$ cat src/rtl/suma_bcd_operandos.sv
// Serial 10-digit packed-BCD adder: captures operands on a rising start edge and
// adds one digit per clock. Define SUMA_BCD_RESTA_EN to add the op port (A-B mode).
module suma_bcd_operandos (
    input  logic        clk,
    input  logic        rst,
    input  logic        start,
    input  logic [39:0] inA,
    input  logic [39:0] inB,
`ifdef SUMA_BCD_RESTA_EN
    input  logic        op,
`endif
    output logic [39:0] resultado,
    output logic        acarreo,
    output logic        ocupado,
    output logic        hecho,
    output logic        error
);

    typedef enum logic [1:0] {
        IDLE = 2'd0,
        SUMA = 2'd1,
        FIN  = 2'd2
    } state_t;

    state_t      state;
    state_t      state_n;
    logic [39:0] a_sh;
    logic [39:0] b_sh;
    logic [39:0] res_sh;
    logic [3:0]  idx;
    logic        carry;
    logic        err_p;
    logic        start_d;

    logic        accept;
    logic        bad_operand;
    logic [39:0] b_load;
    logic        carry_init;
    logic [4:0]  sum;
    logic [3:0]  digit;
    logic        carry_n;

    function automatic logic has_bad_nibble(input logic [39:0] v);
        logic bad;
        bad = 1'b0;
        for (int unsigned i = 0; i < 10; i++) begin
            if (v[4*i +: 4] > 4'd9) bad = 1'b1;
        end
        return bad;
    endfunction

    function automatic logic [39:0] nines_comp(input logic [39:0] v);
        logic [39:0] r;
        r = '0;
        for (int unsigned i = 0; i < 10; i++) begin
            r[4*i +: 4] = 4'd9 - v[4*i +: 4];
        end
        return r;
    endfunction

    always_comb begin
        accept      = (state == IDLE) && start && !start_d;
        bad_operand = has_bad_nibble(inA) || has_bad_nibble(inB);
`ifdef SUMA_BCD_RESTA_EN
        // Complement is taken after the validity check so bad nibbles still flag error.
        b_load      = op ? nines_comp(inB) : inB;
        carry_init  = op;
`else
        b_load      = inB;
        carry_init  = 1'b0;
`endif
    end

    always_comb begin
        sum     = {1'b0, a_sh[3:0]} + {1'b0, b_sh[3:0]} + {4'd0, carry};
        digit   = sum[3:0];
        carry_n = 1'b0;
        if (sum > 5'd9) begin
            digit   = sum[3:0] + 4'd6;
            carry_n = 1'b1;
        end
    end

    always_comb begin
        state_n = state;
        case (state)
            IDLE:    if (accept) state_n = SUMA;
            SUMA:    if (idx == 4'd9) state_n = FIN;
            FIN:     state_n = IDLE;
            default: state_n = IDLE;
        endcase
    end

    assign ocupado = (state != IDLE);

    always_ff @(posedge clk) begin
        if (rst) begin
            state <= IDLE;
        end else begin
            state <= state_n;
        end
    end

    always_ff @(posedge clk) begin
        if (rst) begin
            a_sh      <= '0;
            b_sh      <= '0;
            res_sh    <= '0;
            idx       <= '0;
            carry     <= 1'b0;
            err_p     <= 1'b0;
            start_d   <= 1'b0;
            resultado <= '0;
            acarreo   <= 1'b0;
            hecho     <= 1'b0;
            error     <= 1'b0;
        end else begin
            start_d <= start;
            hecho   <= 1'b0;
            case (state)
                IDLE: begin
                    if (accept) begin
                        a_sh  <= inA;
                        b_sh  <= b_load;
                        idx   <= '0;
                        carry <= carry_init;
                        err_p <= bad_operand;
                        error <= 1'b0;
                    end
                end
                SUMA: begin
                    a_sh   <= {4'd0, a_sh[39:4]};
                    b_sh   <= {4'd0, b_sh[39:4]};
                    res_sh <= {digit, res_sh[39:4]};
                    carry  <= carry_n;
                    if (idx != 4'd9) idx <= idx + 4'd1;
                end
                FIN: begin
                    resultado <= err_p ? '0 : res_sh;
                    acarreo   <= err_p ? 1'b0 : carry;
                    error     <= err_p;
                    hecho     <= 1'b1;
                end
                default: ;
            endcase
        end
    end

endmodule

$ cat config.mk
export PLATFORM = sky130hd
export DESIGN_NAME = suma_bcd_operandos
export DESIGN_NICKNAME = d
export VERILOG_FILES = /design/src/rtl/suma_bcd_operandos.sv
export SDC_FILE = /design/constraint.sdc
export NUM_CORES = 1
export LEC_CHECK = 0
export ABC_CLOCK_PERIOD_IN_PS = 2800
export BUFFER_PORTS_ARGS = -buffer_cell sky130_fd_sc_hd__buf_4
export CAP_MARGIN = 5
export CORE_MARGIN = 2
export CORE_UTILIZATION = 43
export CTS_BUF_LIST = sky130_fd_sc_hd__clkbuf_4
export DETAILED_ROUTE_END_ITERATION = 16
export PLACE_DENSITY = 0.68
export RECOVER_POWER = 25
export REMOVE_ABC_BUFFERS = 1
export SLEW_MARGIN = 20
export SYNTH_ARGS = -nofsm -noshare
export SYNTH_HDL_FRONTEND = slang
export SYNTH_SLANG_ARGS = --single-unit
$ cat constraint.sdc
create_clock -name clk -period 2.8 [get_ports clk]
set_input_delay 0.42 -clock clk [delete_from_list [all_inputs] [get_ports clk]]
set_output_delay 0.42 -clock clk [all_outputs]
set_load 0.03 [all_outputs]
==> impl_metrics.toml <==
[synth]
synth-main-ff-cell = "dfxtp_1"
syn-cell-area_um2 = 7079
synth_top_area_share_pct = 48.64
yosys.area_share.simple_pct = 32.79
yosys_warnings = 0
synth_top_family_by_area = "simple AND/OR/NAND/NOR gates"
synthTopCellsByCount = "226 x nor2_1, 172 x dfxtp_1, 95 x nand2_1"
synth_compound_area_share_pct = 11.52
synthMuxAreaShare_pct = 0
synthArstFlopShare_pct = 0
ys_types = 38
synth-seq-area-share_pct = 48.64
syn_inst = 796
synthAdderAreaFrac_pct = 1.803
synth_edf_count = 0
post_synth_xor_area_fraction_pct = 0.3712
yosysMostFrequentCell = "nor2_1"
ys_seq_elements = 172
yosys-top-cells-area = "dfxtp_1 49%, nor4_2 12%, nor2_1 12%"
syn_avg_cell_area_um2 = 8.894
synth_top_area_cell = "dfxtp_1"

[global_routing]
grt_pass1_wl_mm = 25.59
grt_max_degree = 73
first_global_vias = 5253
antenna_found_initial = 0
gr-total-overflow = 0
grt.total_usage_pct = 17.95

[finish]
syn2layout_area_growth_pct = 17.39
num-nets-final = 985
fin_area_um2 = 8310
drive_gt1_share_pct = 23.73
final_cells = 1122
diodes = 0

[floorplanning]
rows = 46
design.core.area_um2 = 16000
die_x_um = 132.3
initial_core_util_pct = 44.24
pin_count = 127
dieArea_um2 = 17510
fp.dieH_um = 132.3

[worst_hold_path]
min_path_type = "primary input to flop"

[drt]
via_per_inst = 5.120
vias = 5745
drc = 0
drt-pass1-iter-count = 4
ant_nets = 0
routed_wirelength_mm = 15.69
wire_per_inst_um = 13.99
drt-initial-drc-count = 401

[setup_path]
crit_fanout = 5
crit_arrival_ns = 3.11
start_kind = "flop"
cp-endpoint = "res_sh[38]$_SDFFE_PP0P_"
r2r-start = "a_sh[0]$_SDFFE_PP0P_"
cp_slowest_stage_delay_ns = 0.46
r2r_slack_ns = 0.21
cp_common_cell = "fa_1"
cp_slowest_cell = "fa_1"
cp-startpoint = "a_sh[0]$_SDFFE_PP0P_"
cp_cell_sequence = "fa_1 > fa_1 > xnor2_2 > ha_1 > nand2_1 > a32o_1 > o31a_1 > nor4_1 > a211o_1"
critPathRequiredTime_ns = 3.31
ff2ff_path_depth = 9
end_kind = "flop"
worstSetupPathType = "flop to flop"
r2r-end = "res_sh[38]$_SDFFE_PP0P_"

[power]
p_per_area_nw_per_um2 = 610.2
power_mw = 5.071
p_leak_nw = 3.271
peakVddDrop_mv = 0.3089

[sta]
rsz0062_at_grt = "false"
period_minus_slack_ns = 2.592
slew_headroom_pct = 29.13
period_share_pct = 92.56
worstMarginPinSlew_ns = 1.063
setup_viol = 0
finalClockSkew_ns = 0.01481
fmaxAchievable_ghz = 0.3858
fin_hold_ws_ns = 0.08075
drv_slew = 0
finalSetupTns_ns = 0
finalHoldViolations = 0

[clocking]
clockBufferDepth = 2
cts_tree = "built"
cts_hold_buf = 0
clock_sinks = 172
cts_made_buffers = 17
cts-root-buf = "clkbuf_4"
worstSkewPairLatency_ns = 0.55
clkTransAtPathRegs_ns = 0.14
h-tree-depth = 4

[flow_run]
cap_viol_max_count = 0

[status]
status = "finished, final reports clean"

[placement]
io_buffers = 126
place_inst = 1089
dp_hpwl_mm = 10.25
placed_area_um2 = 8083
gp_congestion = 0.7867
[critical path: cells and delay by family, from the launching register on]
kind                       cells  cell delay [ns]
xor gates and xnor gates       1             0.23
AOI/OAI and AO/OA              3             0.63
DFF                            1             0.35
adders and majority gates      3             1.09
and+or+nand+nor                2             0.26
[what timing repair did]
action	in CTS	in global routing
buffers inserted	0	1
setup endpoints to repair	0	3
gates resized for setup	0	1
hold endpoints to repair	0	0
[state kept, by name, indices dropped and copies added, names as in the netlist]
name / count
acarreo: 1
state: 2
a_sh: 40
error: 1
carry: 1
idx: 4
err_p: 1
resultado: 40
res_sh: 40
start_d: 1
hecho: 1
b_sh: 40
[per-layer routing]
layer	up-vias	GRT usage (%)	wire (um)
met5	-	0	0
met4	0	6.631	337
met3	20	4.614	846
met2	162	28.50	7134
met1	2641	23.64	7375
li1	2922	-	-
[kinds of logic after synthesis]
kind of cell / after synthesis
DFF: 172
buffers and inverters: 62
adders and majority gates: 9
xor gates and xnor gates: 3
AOI/OAI and AO/OA: 122
and+or+nand+nor: 428
[report_power, final]
part           leakage [nW]  total [mW]  switching (mW)  internal, mW
Clock                 0.173        1.63           0.904         0.727
Sequential             1.40        2.66          0.0764          2.59
Combinational          1.69       0.777           0.463         0.313
Total                  3.27        5.07            1.44          3.63
[cell usage in the layout, fill, tap and decap left out, types with 6 or more instances in the layout]
| cell type | netlist | final |
|---|---|---|
| a22o_1 | 41 | 41 |
| clkbuf_4 | 0 | 17 |
| a21oi_1 | 50 | 50 |
| nor4_2 | 70 | 70 |
| buf_4 | 0 | 103 |
| o21ai_0 | 20 | 20 |
| dfxtp_1 | 172 | 172 |
| nand3_1 | 6 | 6 |
| ha_1 | 7 | 7 |
| nor2_1 | 226 | 225 |
| nand2_1 | 95 | 95 |
| clkbuf_1 | 36 | 31 |
[metrics by stage]
stage,utilization (%),setup slack [ns]
finish,51.94,0.2082
detailed placement,50.52,0.06531
global placement,50.52,0.1220
floorplan,-,-0.8935
global route,51.94,0.06572
CTS,52.64,0.03253
[cell type report]
type | count | area, um2
well taps | 216 | 270.3
fillers | 1619 | 7690
inverters | 3 | 11.26
repair buffers | 137 | 925.9
flip-flops and latches | 172 | 3443
clock buffers | 17 | 127.6
clock inverters | 15 | 211.5
multi-input cells | 562 | 3321
[worst min path at each step]
stage / from / end / cells past startpoint
CTS: start / start_d$_SDFF_PP0_ / 2
finish: start / start_d$_SDFF_PP0_ / 2
detailed placement: a_sh[39]$_SDFFE_PP0P_ / a_sh[39]$_SDFFE_PP0P_ / 2
floorplan: res_sh[0]$_SDFFE_PP0P_ / res_sh[0]$_SDFFE_PP0P_ / 2
global route: start / start_d$_SDFF_PP0_ / 2
global placement: b_sh[38]$_SDFFE_PP0P_ / b_sh[38]$_SDFFE_PP0P_ / 2
(Power assumes the default switching activity.)
